`config.mk`:
```
export PLATFORM = sky130hd
export DESIGN_NAME = uart_stream_ctrl
export DESIGN_NICKNAME = d
export VERILOG_FILES = /design/src/rtl/uart_stream_ctrl.sv
export SDC_FILE = /design/constraint.sdc
export NUM_CORES = 1
export LEC_CHECK = 0
export ABC_AREA = 1
export CAP_MARGIN = 20
export CORE_UTILIZATION = 40
export CTS_CLUSTER_SIZE = 20
export DETAILED_ROUTE_END_ITERATION = 10
export PLACE_DENSITY = 0.62
export SYNTH_ARGS = -nofsm -noshare
export SYNTH_HDL_FRONTEND = slang
export SYNTH_SLANG_ARGS = --single-unit
```
`constraint.sdc`:
```
create_clock -name sys_clk -period 7.93 [get_ports sys_clk]
set_clock_uncertainty 0.2 [all_clocks]
set_input_delay 2.379 -clock sys_clk [delete_from_list [all_inputs] [get_ports sys_clk]]
set_output_delay 2.379 -clock sys_clk [all_outputs]
set_load 0.005 [all_outputs]
```
`src/rtl/uart_stream_ctrl.sv`:
```
// UART byte traffic controller: burst generator and RX echo
// sharing one TX FIFO, with runtime run/echo command bytes.
module uart_stream_ctrl #(
  parameter int             GAP_CYCLES = 65536,
  parameter int             MSG_LEN    = 31,
  parameter logic [7:0]     BASE_CHAR  = 8'h41,
  parameter logic [7:0]     TERM_CHAR  = 8'h0A,
  parameter int             FIFO_DEPTH = 16,
  parameter logic [7:0]     CMD_RUN    = 8'h53,
  parameter logic [7:0]     CMD_ECHO   = 8'h45
) (
  input  logic                          sys_clk,
  input  logic                          rst_n,
  input  logic                          en,
  input  logic [7:0]                    rx_data,
  input  logic                          rx_strobe,
  input  logic                          load_ok,
  output logic                          tx_load,
  output logic [7:0]                    tx_data,
  output logic [7:0]                    dbg_byte,
  output logic                          run,
  output logic                          echo,
  output logic                          overflow,
  output logic [$clog2(FIFO_DEPTH):0]   fifo_level
);

  localparam int AW = $clog2(FIFO_DEPTH);
  localparam int CW = $clog2(GAP_CYCLES) + 1;

  typedef enum logic [1:0] {
    IDLE,
    GAP,
    BURST,
    TERM
  } state_t;

  state_t          state;
  logic [CW-1:0]   cnt;
  logic [7:0]      idx;
  logic [7:0]      mem [FIFO_DEPTH];
  logic [AW-1:0]   wr_ptr;
  logic [AW-1:0]   rd_ptr;

  logic       rx_ok;
  logic       is_cmd;
  logic       echo_req;
  logic       full;
  logic       empty;
  logic       pop;
  logic       can_push;
  logic       gen_push;
  logic       echo_push;
  logic       push;
  logic [7:0] push_data;

  always_comb begin
    rx_ok     = en & rx_strobe;
    is_cmd    = (rx_data == CMD_RUN) || (rx_data == CMD_ECHO);
    echo_req  = rx_ok & echo & ~is_cmd;
    full      = fifo_level == (AW+1)'(FIFO_DEPTH);
    empty     = fifo_level == '0;
    pop       = en & ~empty & load_ok & ~tx_load;
    // A pop on the same edge frees the slot a full FIFO needs.
    can_push  = ~full | pop;
    echo_push = echo_req & can_push;
    gen_push  = en & ((state == BURST) || (state == TERM))
              & ~echo_req & can_push;
    push      = echo_push | gen_push;
    push_data = TERM_CHAR;
    if (echo_push)
      push_data = rx_data;
    else if (state == BURST)
      push_data = BASE_CHAR + idx;
  end

  always_ff @(posedge sys_clk) begin
    if (push)
      mem[wr_ptr] <= push_data;
  end

  always_ff @(posedge sys_clk) begin
    if (!rst_n) begin
      state      <= IDLE;
      cnt        <= '0;
      idx        <= '0;
      wr_ptr     <= '0;
      rd_ptr     <= '0;
      fifo_level <= '0;
      tx_load    <= 1'b0;
      tx_data    <= '0;
      dbg_byte   <= '0;
      run        <= 1'b0;
      echo       <= 1'b0;
      overflow   <= 1'b0;
    end else begin
      tx_load <= pop;
      if (pop) begin
        tx_data <= mem[rd_ptr];
        rd_ptr  <= rd_ptr + 1'b1;
      end
      if (push)
        wr_ptr <= wr_ptr + 1'b1;
      if (push && !pop)
        fifo_level <= fifo_level + 1'b1;
      else if (pop && !push)
        fifo_level <= fifo_level - 1'b1;

      if (rx_ok) begin
        dbg_byte <= rx_data;
        if (rx_data == CMD_RUN)
          run <= ~run;
        if (rx_data == CMD_ECHO)
          echo <= ~echo;
        if (echo_req && !can_push)
          overflow <= 1'b1;
      end

      if (en) begin
        unique case (state)
          IDLE: begin
            cnt <= '0;
            if (run)
              state <= GAP;
          end
          GAP: begin
            if (!run) begin
              state <= IDLE;
              cnt   <= '0;
            end else if (cnt == CW'(GAP_CYCLES - 1)) begin
              state <= BURST;
              idx   <= '0;
            end else begin
              cnt <= cnt + 1'b1;
            end
          end
          BURST: begin
            if (gen_push) begin
              if (idx == 8'(MSG_LEN - 1))
                state <= TERM;
              else
                idx <= idx + 1'b1;
            end
          end
          TERM: begin
            if (gen_push) begin
              state <= run ? GAP : IDLE;
              cnt   <= '0;
            end
          end
          default: state <= IDLE;
        endcase
      end
    end
  end

endmodule

```
# == Yosys cells after proc, flatten, opt, wreduce, memory -nomap -nowiden ==
# Memory sizes are Yosys's and may differ from the RTL's. A register that Yosys moved wholly into a read port is not among the register bits.
# Index checks and enable logic that the tools add are counted.
# totals
ff_bits,52
elab_cells,98
mem_bits_rw,128
out_inout_bits,25
n_memories,1
# classes
muxes,23
reduce_logical,20
addsub,7
bitwise,19
n_eq_ne,17
# memory_table
memory,words,width,read_ports,rd_ports_with_merged_regs,write_ports,line,rtl
mem,16,8,1,1,1,40,logic [7:0] mem [FIFO_DEPTH];
# ops
op,n
two-way mux 17 bit,3
one-hot mux 17 bit (3 select lines),1
two-way mux 8 bit,6
"adder 17 x 1 -> 17 bit, second input constant",1
"== test 17 x 16 -> 1 bit, second input constant",1
"== test 8 x 7 -> 1 bit, second input constant",2
one-hot mux 8 bit (2 select lines),1
two-way mux 2 bit,6
"inequality test 2 bit, second input constant",6
AND reduction 6 bit,2
AND 1 bit,10
two-way mux 5 bit,2
"adder 4 x 1 -> 4 bit, second input constant",2
"adder 7 x 8 -> 8 bit, first input constant",1
"adder 8 x 1 -> 8 bit, second input constant",1
"== test 8 x 5 -> 1 bit, second input constant",1
one-hot mux 2 bit (4 select lines),1
inverter 1 bit,7
"inequality test 3 bit, second input constant",2
AND reduction 2 bit,3
"adder 5 x 1 -> 5 bit, second input constant",1
"== test 5 bit, second input constant",1
logical NOT 5 bit,1
"subtractor 5 x 1 -> 5 bit, second input constant",1
12 further kinds,23

# == Depth between registers and ports, before layout ==
# Gate-level depths: netlist of the first run.
# depth
word_depth,12
mapped_depth,17

# == Worst setup path after synthesis of the first run ==
# OpenSTA, ideal clock, no wires.
# synth_timing
kind,input-to-reg
startpoint,in rx_data[3]
endpoint,reg fifo_level[4]
path_slack_ps,3258
setup_time_ps,119
t_required_ps,7611
path_stages,17
t_arrival_ps,4353
n_path_buf,0
path_cell_list,inv_1 > nand2_1 > nor2_2 > nand2_1 > nand3_2 > nand2_4 > nand2_2 > ha_1 > inv_1 > fa_1 > a21o_1 > a21oi_1 > nor2_1 > nor2_1 > nand2_1 > o21ai_0 > a21oi_1
# synth_between
elab_chain_cells,11
word_cells_on_any_way,15
# synth_lines
element,line,rtl
start: declaration,15,"input logic [7:0] rx_data,"
== test 8 x 7 -> 1 bit,58,is_cmd = (rx_data == CMD_RUN) || (rx_data == CMD_ECHO);
logical OR 1 bit (*),58,
inverter 1 bit (*),59,echo_req = rx_ok & echo & ~is_cmd;
AND 1 bit (*),59,
inverter 1 bit,67,& ~echo_req & can_push;
AND 1 bit (2 in series),67,
OR 1 bit (*),68,push = echo_push | gen_push;
named net push,53,logic push;
logical NOT 1 bit,105,else if (pop && !push)
logical AND 1 bit,105,
nonzero test 2 bit (no source line),n/a,
end signal: assignment,104,fifo_level <= fifo_level + 1'b1;
end signal: assignment,106,fifo_level <= fifo_level - 1'b1;
end: declaration,24,output logic [$clog2(FIFO_DEPTH):0] fifo_level
# The timed path passes the listed nets; every way through them passes the cells marked *.
# A chain may end at the register's enable or synchronous reset.

# == Worst setup path in the final report of the first run ==
# layout_timing
startpoint,in en
endpoint,reg fifo_level[4]
# layout_between
elab_chain_cells,10
word_cells_on_any_way,19
# layout_lines
element,line,rtl
start: declaration,14,"input logic en,"
AND 1 bit,57,rx_ok = en & rx_strobe;
AND 1 bit (2 in series),59,
inverter 1 bit,67,
AND 1 bit (2 in series),67,
OR 1 bit (*),68,
named net push,53,
logical NOT 1 bit,105,
logical AND 1 bit,105,
nonzero test 2 bit (no source line),n/a,
# Marked as above.

==> results of run 1 <==
cell type report:
type	instances	share of cell area, %
well taps	275	3.481
inverters	68	2.582
repair buffers	48	4.658
flip-flops and latches	188	51.06
multi-input cells	620	30.93
clock inverters	12	2.569
clock buffers	20	4.721
final timing paths:
| path | cells past startpoint | from | slack (ps) | endpoint |
|---|---|---|---|---|
| hold reg to reg | 2 | overflow | 280 | overflow |
| setup reg to reg | 16 | state[0] | 4660 | fifo_level[4] |
| setup / recovery | 17 | en | 2750 | fifo_level[4] |
| hold / removal | 2 | overflow | 280 | overflow |
per-stage QoR:
| step | cell area (um^2) | cells | power (mW) |
|---|---|---|---|
| after floorplan | 8539 | 915 | 1.278 |
| after global placement | 9143 | 1197 | 1.379 |
| after detailed placement | 9143 | 1197 | 1.380 |
| after CTS | 9863 | 1229 | 2.390 |
| after global routing | 9886 | 1231 | 2.468 |
| final | 9886 | 1231 | 2.375 |
cell families after synthesis:
| group | after synthesis | share of synthesized area (%) |
|---|---|---|
| AO/OA/AOI/OAI | 190 | 12.56 |
| XOR/XNOR | 8 | 0.8205 |
| AND/OR/NAND/NOR | 403 | 19.56 |
| flip-flops | 188 | 59.08 |
| buffers and inverters | 107 | 5.113 |
| adder cells (fa/ha/maj) | 19 | 2.872 |
registers in the layout, indices dropped and copies added, names as in the netlist, 4 cells and up, named ones only:
register and count:
tx_data 8, wr_ptr 4, fifo_level 5, cnt 17, mem 128, rd_ptr 4, dbg_byte 8, idx 8
where the power goes:
group          switching (mW)  leakage [nW]  internal [mW]  total (mW)
Combinational           0.173          1.42          0.107       0.280
Sequential             0.0236          1.72           1.05        1.08
Clock                   0.365         0.351          0.653        1.02
Total                   0.562          3.49           1.81        2.38
worst max-delay path, cell delays in order:
cell and delay (ps):
clkdlybuf4s50_1 610, nand3_1 130, nand2_1 80, nor2_1 80
inv_1 100, nand4_2 200, nand2_2 230, ha_1 220
inv_1 100, fa_1 410, a21o_1 180, a21oi_1 160
nor2_1 60, nor2_1 80, nand2_1 70, o21ai_0 140
a21oi_1 60
cell usage in the layout, fill, tap and decap left out, types with 3 or more instances in the layout:
cell type        count
nor2_1             202
edfxtp_1           128
nand2_1            116
o21ai_0            104
inv_1               64
dfxtp_1             58
nand3_1             51
a21oi_1             39
clkdlybuf4s50_1     37
o211ai_1            32
ha_1                18
clkbuf_16           17
buf_4               10
nor3_1               9
xor2_1               7
bufinv_16            7
nand2_2              6
nand4_1              6
nor2_2               4
o21ai_1              4
nor4_1               3
clkinv_4             3
clkbuf_8             3
per-layer routing:
layer | vias to the layer above | track usage, % | routed length, um
met5 | - | 0 | 0
met4 | 0 | 6.598 | 308
met3 | 17 | 2.638 | 650
met2 | 114 | 28.62 | 8832
met1 | 2987 | 26.21 | 9593
li1 | 3177 | - | -
==> report_table.html, run 1 <==
<table>
<tr><th>Metric</th><th>Value</th></tr>
<tr><th colspan="2">Logic synthesis</th></tr>
<tr><td>Mean Syn Cell Area</td><td>9.333 um^2</td></tr>
<tr><td>Number of synthesized flops with an enable pin</td><td>128</td></tr>
<tr><td>Number of instances in the synthesized netlist</td><td>915</td></tr>
<tr><td>Count of state elements after synthesis</td><td>188</td></tr>
<tr><td>Syn_nets</td><td>947</td></tr>
<tr><td>Top post-synthesis cells by area</td><td>edfxtp_1, dfxtp_1, nor2_1</td></tr>
<tr><td>Post-Syn Area</td><td>8539 um^2</td></tr>
<tr><td>Fraction of synthesized cell area taken by the top area cell type</td><td>45.01%</td></tr>
<tr><td>Most frequent cell after synthesis</td><td>nor2_1</td></tr>
<tr><td>Cell type contributing the most total cell area after synthesis</td><td>edfxtp_1</td></tr>
<tr><td>Distinct cells, synth</td><td>41</td></tr>
<tr><td>Leading cell types by count after synthesis</td><td>nor2_1, edfxtp_1, nand2_1, o21ai_0, inv_1</td></tr>
<tr><td>Portion of the post-synthesis area used by sequential elements</td><td>59.08%</td></tr>
<tr><td>Synthesis Warnings</td><td>0</td></tr>
<tr><td>Primary flip-flop cell chosen by synthesis mapping</td><td>edfxtp_1</td></tr>
<tr><td>Asr flop ratio synth</td><td>0%</td></tr>
<tr><th colspan="2">Worst setup path</th></tr>
<tr><td>Maximum net fanout on the critical path</td><td>9</td></tr>
<tr><td>Worst Setup Path Type</td><td>in2reg</td></tr>
<tr><td>Required time worst endpoint</td><td>8040 ps</td></tr>
<tr><td>Data arrival time of the critical path</td><td>5290 ps</td></tr>
<tr><td>Worst Setup Start Kind</td><td>primary input</td></tr>
<tr><td>Sort of element at the end of the critical path</td><td>flip-flop</td></tr>
<tr><th colspan="2">Drt</th></tr>
<tr><td>Vias after detailed routing</td><td>6295</td></tr>
<tr><td>Drt first pass iters</td><td>5</td></tr>
<tr><td>Number of antenna-violating nets in the routed design</td><td>0</td></tr>
<tr><td>Initial drt markers</td><td>412</td></tr>
<tr><td>Drt total wl</td><td>19.38 mm</td></tr>
<tr><td>Final routed wire length divided by cell count</td><td>15.75 um</td></tr>
<tr><td>Number of vias per cell after detailed routing</td><td>5.114</td></tr>
<tr><td># DRC</td><td>0</td></tr>
<tr><th colspan="2">Clock tree</th></tr>
<tr><td>Number of buffers inserted during clock tree synthesis</td><td>17</td></tr>
<tr><td>Number of buffers on the longest clock path</td><td>2</td></tr>
<tr><td>Number of setup buffers added after CTS</td><td>0</td></tr>
<tr><td>Post-CTS resize count</td><td>0</td></tr>
<tr><td>H-tree depth reported by CTS</td><td>4</td></tr>
<tr><td>Total of hold buffers inserted after clock tree synthesis</td><td>0</td></tr>
<tr><td>Clock Pin Slew Worst Setup and Hold Paths</td><td>70 ps</td></tr>
<tr><td>Clock latency of the later-clocked register in the worst-skew pair</td><td>420 ps</td></tr>
<tr><td>CTS tree</td><td>yes</td></tr>
<tr><td>CTS root buffer</td><td>clkbuf_16</td></tr>
<tr><td>CTS Sinks</td><td>188</td></tr>
<tr><th colspan="2">Job</th></tr>
<tr><td>Max-cap viol count</td><td>0</td></tr>
<tr><th colspan="2">Finish</th></tr>
<tr><td>Filler Cells Inserted</td><td>2012</td></tr>
<tr><td>Area of all sequential standard cells</td><td>5047 um^2</td></tr>
<tr><td>Area Growth Syn to Fin</td><td>15.77%</td></tr>
<tr><td>Multi-input gate area</td><td>3058 um^2</td></tr>
<tr><td>Count of inserted antenna diode cells</td><td>0</td></tr>
<tr><td>Number of nets at the end of the flow</td><td>975</td></tr>
<tr><td>Post-Route Utilization</td><td>47.18%</td></tr>
<tr><td>Layout cells sized above 1</td><td>6.799%</td></tr>
<tr><th colspan="2">Place</th></tr>
<tr><td>Post-DP HPWL</td><td>12.62 mm</td></tr>
<tr><td>Pre-CTS WS</td><td>2294 ps</td></tr>
<tr><td>Final weighted congestion of routability-driven global placement</td><td>0.8517</td></tr>
<tr><td>Count of input and output buffers</td><td>37</td></tr>
<tr><th colspan="2">Die</th></tr>
<tr><td>Initial core utilization</td><td>40.75%</td></tr>
<tr><td>Num rows</td><td>53</td></tr>
<tr><td>Die height</td><td>148.1 um</td></tr>
<tr><td>Area of the die</td><td>21940 um^2</td></tr>
<tr><td>DIE WIDTH</td><td>148.1 um</td></tr>
<tr><td>Core region area</td><td>20960 um^2</td></tr>
<tr><td>Boundary Pins</td><td>38</td></tr>
<tr><th colspan="2">Global route</th></tr>
<tr><td>Total grt overflow</td><td>0</td></tr>
<tr><td>Maximum number of pins on one net before global-route repair</td><td>67</td></tr>
<tr><td>GR Util All Layers</td><td>18.41%</td></tr>
<tr><td>First-pass GRT wire length</td><td>31.02 mm</td></tr>
<tr><td>Antenna violations before repair</td><td>0</td></tr>
<tr><td>Vias in the first global route</td><td>5761</td></tr>
<tr><th colspan="2">Power and ir drop</th></tr>
<tr><td>VDD IR max</td><td>0.1745 mV</td></tr>
<tr><td>Power density over the cells</td><td>240.3 nW/um^2</td></tr>
<tr><td>Static power due to leakage</td><td>3.486 nW</td></tr>
<tr><th colspan="2">Timing</th></tr>
<tr><td>Worst Setup Slack, final</td><td>2746 ps</td></tr>
<tr><td>TNS Setup</td><td>0 ps</td></tr>
<tr><td>Final period demand of the worst path</td><td>5184 ps</td></tr>
<tr><td>Number of failing hold endpoints at the final stage</td><td>0</td></tr>
<tr><td>Fmax</td><td>0.1929 GHz</td></tr>
<tr><td>RSZ-0062 raised after global routing</td><td>no</td></tr>
<tr><td>Worst Tran Pin Value</td><td>1049 ps</td></tr>
<tr><td>Max-slew headroom</td><td>29.60%</td></tr>
<tr><td>Minimum hold slack</td><td>282.6 ps</td></tr>
<tr><td>Portion of the clock cycle consumed by the worst path in the final layout</td><td>65.37%</td></tr>
<tr><td>Max-slew violation total from the final report</td><td>0</td></tr>
<tr><td>Finish-stage setup viols</td><td>0</td></tr>
<tr><th colspan="2">Min path</th></tr>
<tr><td>Path category of the worst min-delay check</td><td>reg2reg</td></tr>
<tr><th colspan="2">Run status</th></tr>
<tr><td>Result of the run</td><td>complete, no violations</td></tr>
</table>
Power figures use the tool's default switching activity.
==> run 2: changes to the inputs <==
--- a/config.mk
+++ b/config.mk
@@ -10,7 +10,7 @@
 export CORE_UTILIZATION = 40
 export CTS_CLUSTER_SIZE = 20
 export DETAILED_ROUTE_END_ITERATION = 10
-export PLACE_DENSITY = 0.62
+export PLACE_DENSITY = 0.64
 export SYNTH_ARGS = -nofsm -noshare
 export SYNTH_HDL_FRONTEND = slang
 export SYNTH_SLANG_ARGS = --single-unit
==> constraint.sdc (replaced) <==
create_clock -name sys_clk -period 4.3 [get_ports sys_clk]
set_clock_uncertainty 0.2 [all_clocks]
set_input_delay 1.29 -clock sys_clk [delete_from_list [all_inputs] [get_ports sys_clk]]
set_output_delay 1.29 -clock sys_clk [all_outputs]
set_load 0.005 [all_outputs]
==> run 2 against run 1 <==
Clock-buffer cell count is 3 lower. Combinational power is 80% higher. Flip-flop and latch count stayed put. Critical path depth stayed put. Non-clock buffer count is 12 higher. Via count is 2.3% higher. Sequential share of layout area is 0.065 points higher. Core utilization is 0.060 points lower. Cell count is 0.97% higher. Worst setup slack worse by 2200 ps. Design area is 0.13% lower. Critical endpoint unchanged. Largest power group unchanged. Highest routed layer unchanged.
==> report_table.html, run 2 (synthesis results as in run 1) <==
<table>
<tr><th>Metric</th><th>Value</th></tr>
<tr><th colspan="2">Timing</th></tr>
<tr><td>Finish-stage setup viols</td><td>0</td></tr>
<tr><td>Fmax</td><td>0.2649 GHz</td></tr>
<tr><td>Worst Setup Slack, final</td><td>525.4 ps</td></tr>
<tr><td>Max-slew violation total from the final report</td><td>0</td></tr>
<tr><td>TNS Setup</td><td>0 ps</td></tr>
<tr><td>Portion of the clock cycle consumed by the worst path in the final layout</td><td>87.78%</td></tr>
<tr><td>RSZ-0062 raised after global routing</td><td>no</td></tr>
<tr><td>Number of failing hold endpoints at the final stage</td><td>0</td></tr>
<tr><td>Max-slew headroom</td><td>33.24%</td></tr>
<tr><td>Worst Tran Pin Value</td><td>1001 ps</td></tr>
<tr><td>Final period demand of the worst path</td><td>3775 ps</td></tr>
<tr><th colspan="2">Finish</th></tr>
<tr><td>Register with the most flip-flops</td><td>mem</td></tr>
<tr><td>Largest register FFs</td><td>128</td></tr>
<tr><td>Number of nets at the end of the flow</td><td>987</td></tr>
<tr><td>Filler Cells Inserted</td><td>1973</td></tr>
<tr><td>Area Growth Syn to Fin</td><td>15.62%</td></tr>
<tr><td>Count of inserted antenna diode cells</td><td>0</td></tr>
<tr><td>Layout cells sized above 1</td><td>7.955%</td></tr>
<tr><td>Post-Layout Inst Area</td><td>9873 um^2</td></tr>
<tr><td>Registers with the most flip-flops</td><td>mem: 128 flops, cnt: 17 flops</td></tr>
<tr><td>Multi-input gate area</td><td>3058 um^2</td></tr>
<tr><td>Most common library cell in the layout ignoring fill and taps</td><td>nor2_1</td></tr>
<tr><td>Post-Route Utilization</td><td>47.12%</td></tr>
<tr><td>Area of all sequential standard cells</td><td>5047 um^2</td></tr>
<tr><td>Highest-count cells in the layout ignoring fill and taps</td><td>nor2_1, edfxtp_1, nand2_1</td></tr>
<tr><th colspan="2">Worst setup path</th></tr>
<tr><td>Worst Setup Path Type</td><td>in2reg</td></tr>
<tr><td>Worst Setup Start Kind</td><td>primary input</td></tr>
<tr><td>Sort of element at the end of the critical path</td><td>flip-flop</td></tr>
<tr><td>Required time worst endpoint</td><td>4430 ps</td></tr>
<tr><td>Data arrival time of the critical path</td><td>3900 ps</td></tr>
<tr><td>Maximum net fanout on the critical path</td><td>4</td></tr>
<tr><th colspan="2">Die</th></tr>
<tr><td>DIE WIDTH</td><td>148.1 um</td></tr>
<tr><td>Area of the die</td><td>21940 um^2</td></tr>
<tr><td>Core region area</td><td>20960 um^2</td></tr>
<tr><td>Num rows</td><td>53</td></tr>
<tr><td>Die height</td><td>148.1 um</td></tr>
<tr><td>Initial core utilization</td><td>40.75%</td></tr>
<tr><td>Boundary Pins</td><td>38</td></tr>
<tr><th colspan="2">Global route</th></tr>
<tr><td>Maximum number of pins on one net before global-route repair</td><td>67</td></tr>
<tr><td>Vias in the first global route</td><td>5983</td></tr>
<tr><td>First-pass GRT wire length</td><td>31.43 mm</td></tr>
<tr><td>Antenna violations before repair</td><td>0</td></tr>
<tr><td>Total grt overflow</td><td>0</td></tr>
<tr><td>GR Util All Layers</td><td>18.51%</td></tr>
<tr><th colspan="2">Power and ir drop</th></tr>
<tr><td>VDD IR max</td><td>0.2881 mV</td></tr>
<tr><td>Sum of internal, switching and leakage power</td><td>4.106 mW</td></tr>
<tr><td>Power density over the cells</td><td>415.8 nW/um^2</td></tr>
<tr><td>Static power due to leakage</td><td>3.469 nW</td></tr>
<tr><th colspan="2">Place</th></tr>
<tr><td>Count of input and output buffers</td><td>37</td></tr>
<tr><td>Pre-CTS WS</td><td>68.33 ps</td></tr>
<tr><td>Final weighted congestion of routability-driven global placement</td><td>0.8487</td></tr>
<tr><td>Post-DP HPWL</td><td>12.96 mm</td></tr>
<tr><td>Area post-placement</td><td>9268 um^2</td></tr>
<tr><th colspan="2">Clock tree</th></tr>
<tr><td>Total of hold buffers inserted after clock tree synthesis</td><td>0</td></tr>
<tr><td>Post-CTS resize count</td><td>0</td></tr>
<tr><td>Number of setup buffers added after CTS</td><td>0</td></tr>
<tr><td>Number of buffers inserted during clock tree synthesis</td><td>17</td></tr>
<tr><td>Clock Pin Slew Worst Setup and Hold Paths</td><td>70 ps</td></tr>
<tr><td>H-tree depth reported by CTS</td><td>4</td></tr>
<tr><td>CTS tree</td><td>yes</td></tr>
<tr><td>CTS Sinks</td><td>188</td></tr>
<tr><td>Clock latency of the later-clocked register in the worst-skew pair</td><td>430 ps</td></tr>
<tr><td>CTS root buffer</td><td>clkbuf_16</td></tr>
<tr><td>Number of buffers on the longest clock path</td><td>2</td></tr>
<tr><th colspan="2">Drt</th></tr>
<tr><td>Number of vias per cell after detailed routing</td><td>5.179</td></tr>
<tr><td>Final routed wire length divided by cell count</td><td>15.66 um</td></tr>
<tr><td>Vias after detailed routing</td><td>6438</td></tr>
<tr><td>Initial drt markers</td><td>459</td></tr>
<tr><td>Drt first pass iters</td><td>5</td></tr>
<tr><td>Drt total wl</td><td>19.46 mm</td></tr>
<tr><td>Number of antenna-violating nets in the routed design</td><td>0</td></tr>
<tr><td># DRC</td><td>0</td></tr>
<tr><th colspan="2">Run status</th></tr>
<tr><td>Result of the run</td><td>complete, no violations</td></tr>
<tr><th colspan="2">Min path</th></tr>
<tr><td>Path category of the worst min-delay check</td><td>reg2reg</td></tr>
<tr><th colspan="2">Job</th></tr>
<tr><td>Max-cap viol count</td><td>0</td></tr>
</table>
[run 2: cell types whose count changed in the layout (fill, tap and decap cells not counted), sizes merged]
| cell | previous run | this run |
|---|---|---|
| bufinv | 7 | 2 |
| clkbuf | 20 | 17 |
| clkinv | 5 | 7 |
| inv | 68 | 74 |
| buf | 11 | 23 |
[run 2: layout make-up]
class | instances | share of cell area, %
sequential | 188 | 51.12
multi-input combinational | 620 | 30.97
timing repair buffer | 60 | 5.703
clock buffer | 17 | 4.309
tap | 275 | 3.485
inverter | 68 | 2.585
clock inverter | 15 | 1.825
[run 2: where the power goes]
part           switching (mW)  total [mW]  internal, mW
clock network           0.725        1.61         0.881
logic                   0.299       0.504         0.205
registers              0.0534        2.00          1.94
total                    1.08        4.11          3.03
[run 2: worst max-delay path: stages]
cell and delay [ps]:
clkdlybuf4s50_1 490, nand2_1 70, nor2_2 180, nand2_1 150, nand3_2 120, nand2_4 80
nand2_2 90, ha_1 170, inv_1 100, fa_1 420, a21o_1 170, a21oi_1 150
nor2_1 60, nor2_1 80, nand2_1 70, o21ai_0 150, a21oi_1 50
[run 2: metal layers]
| metal | vias up | global-route usage [%] | routed length [um] | part of all wire (%) |
|---|---|---|---|---|
| met1 | 3046 | 25.74 | 9195 | 47 |
| met5 | - | 0 | 0 | 0 |
| met4 | 0 | 7.165 | 387 | 2.0 |
| li1 | 3206 | - | - | - |
| met2 | 158 | 28.90 | 8999 | 46 |
| met3 | 28 | 3.129 | 881 | 4.5 |
[run 2: worst paths after layout]
check,start,to,slack (ps),depth (start not counted)
worst max register to register,state[0],fifo_level[4],1100,16
worst max-delay path,rx_data[6],fifo_level[4],530,17
worst min register to register,dbg_byte[6],dbg_byte[6],290,2
worst min-delay path,dbg_byte[6],dbg_byte[6],290,2
[run 2: metrics by stage]
stage,hold slack (ps),instances
final,291.0,1243
after CTS,286.4,1243
after floorplan,252.1,915
after global placement,257.8,1210
after global routing,312.9,1243
after detailed placement,261.9,1211
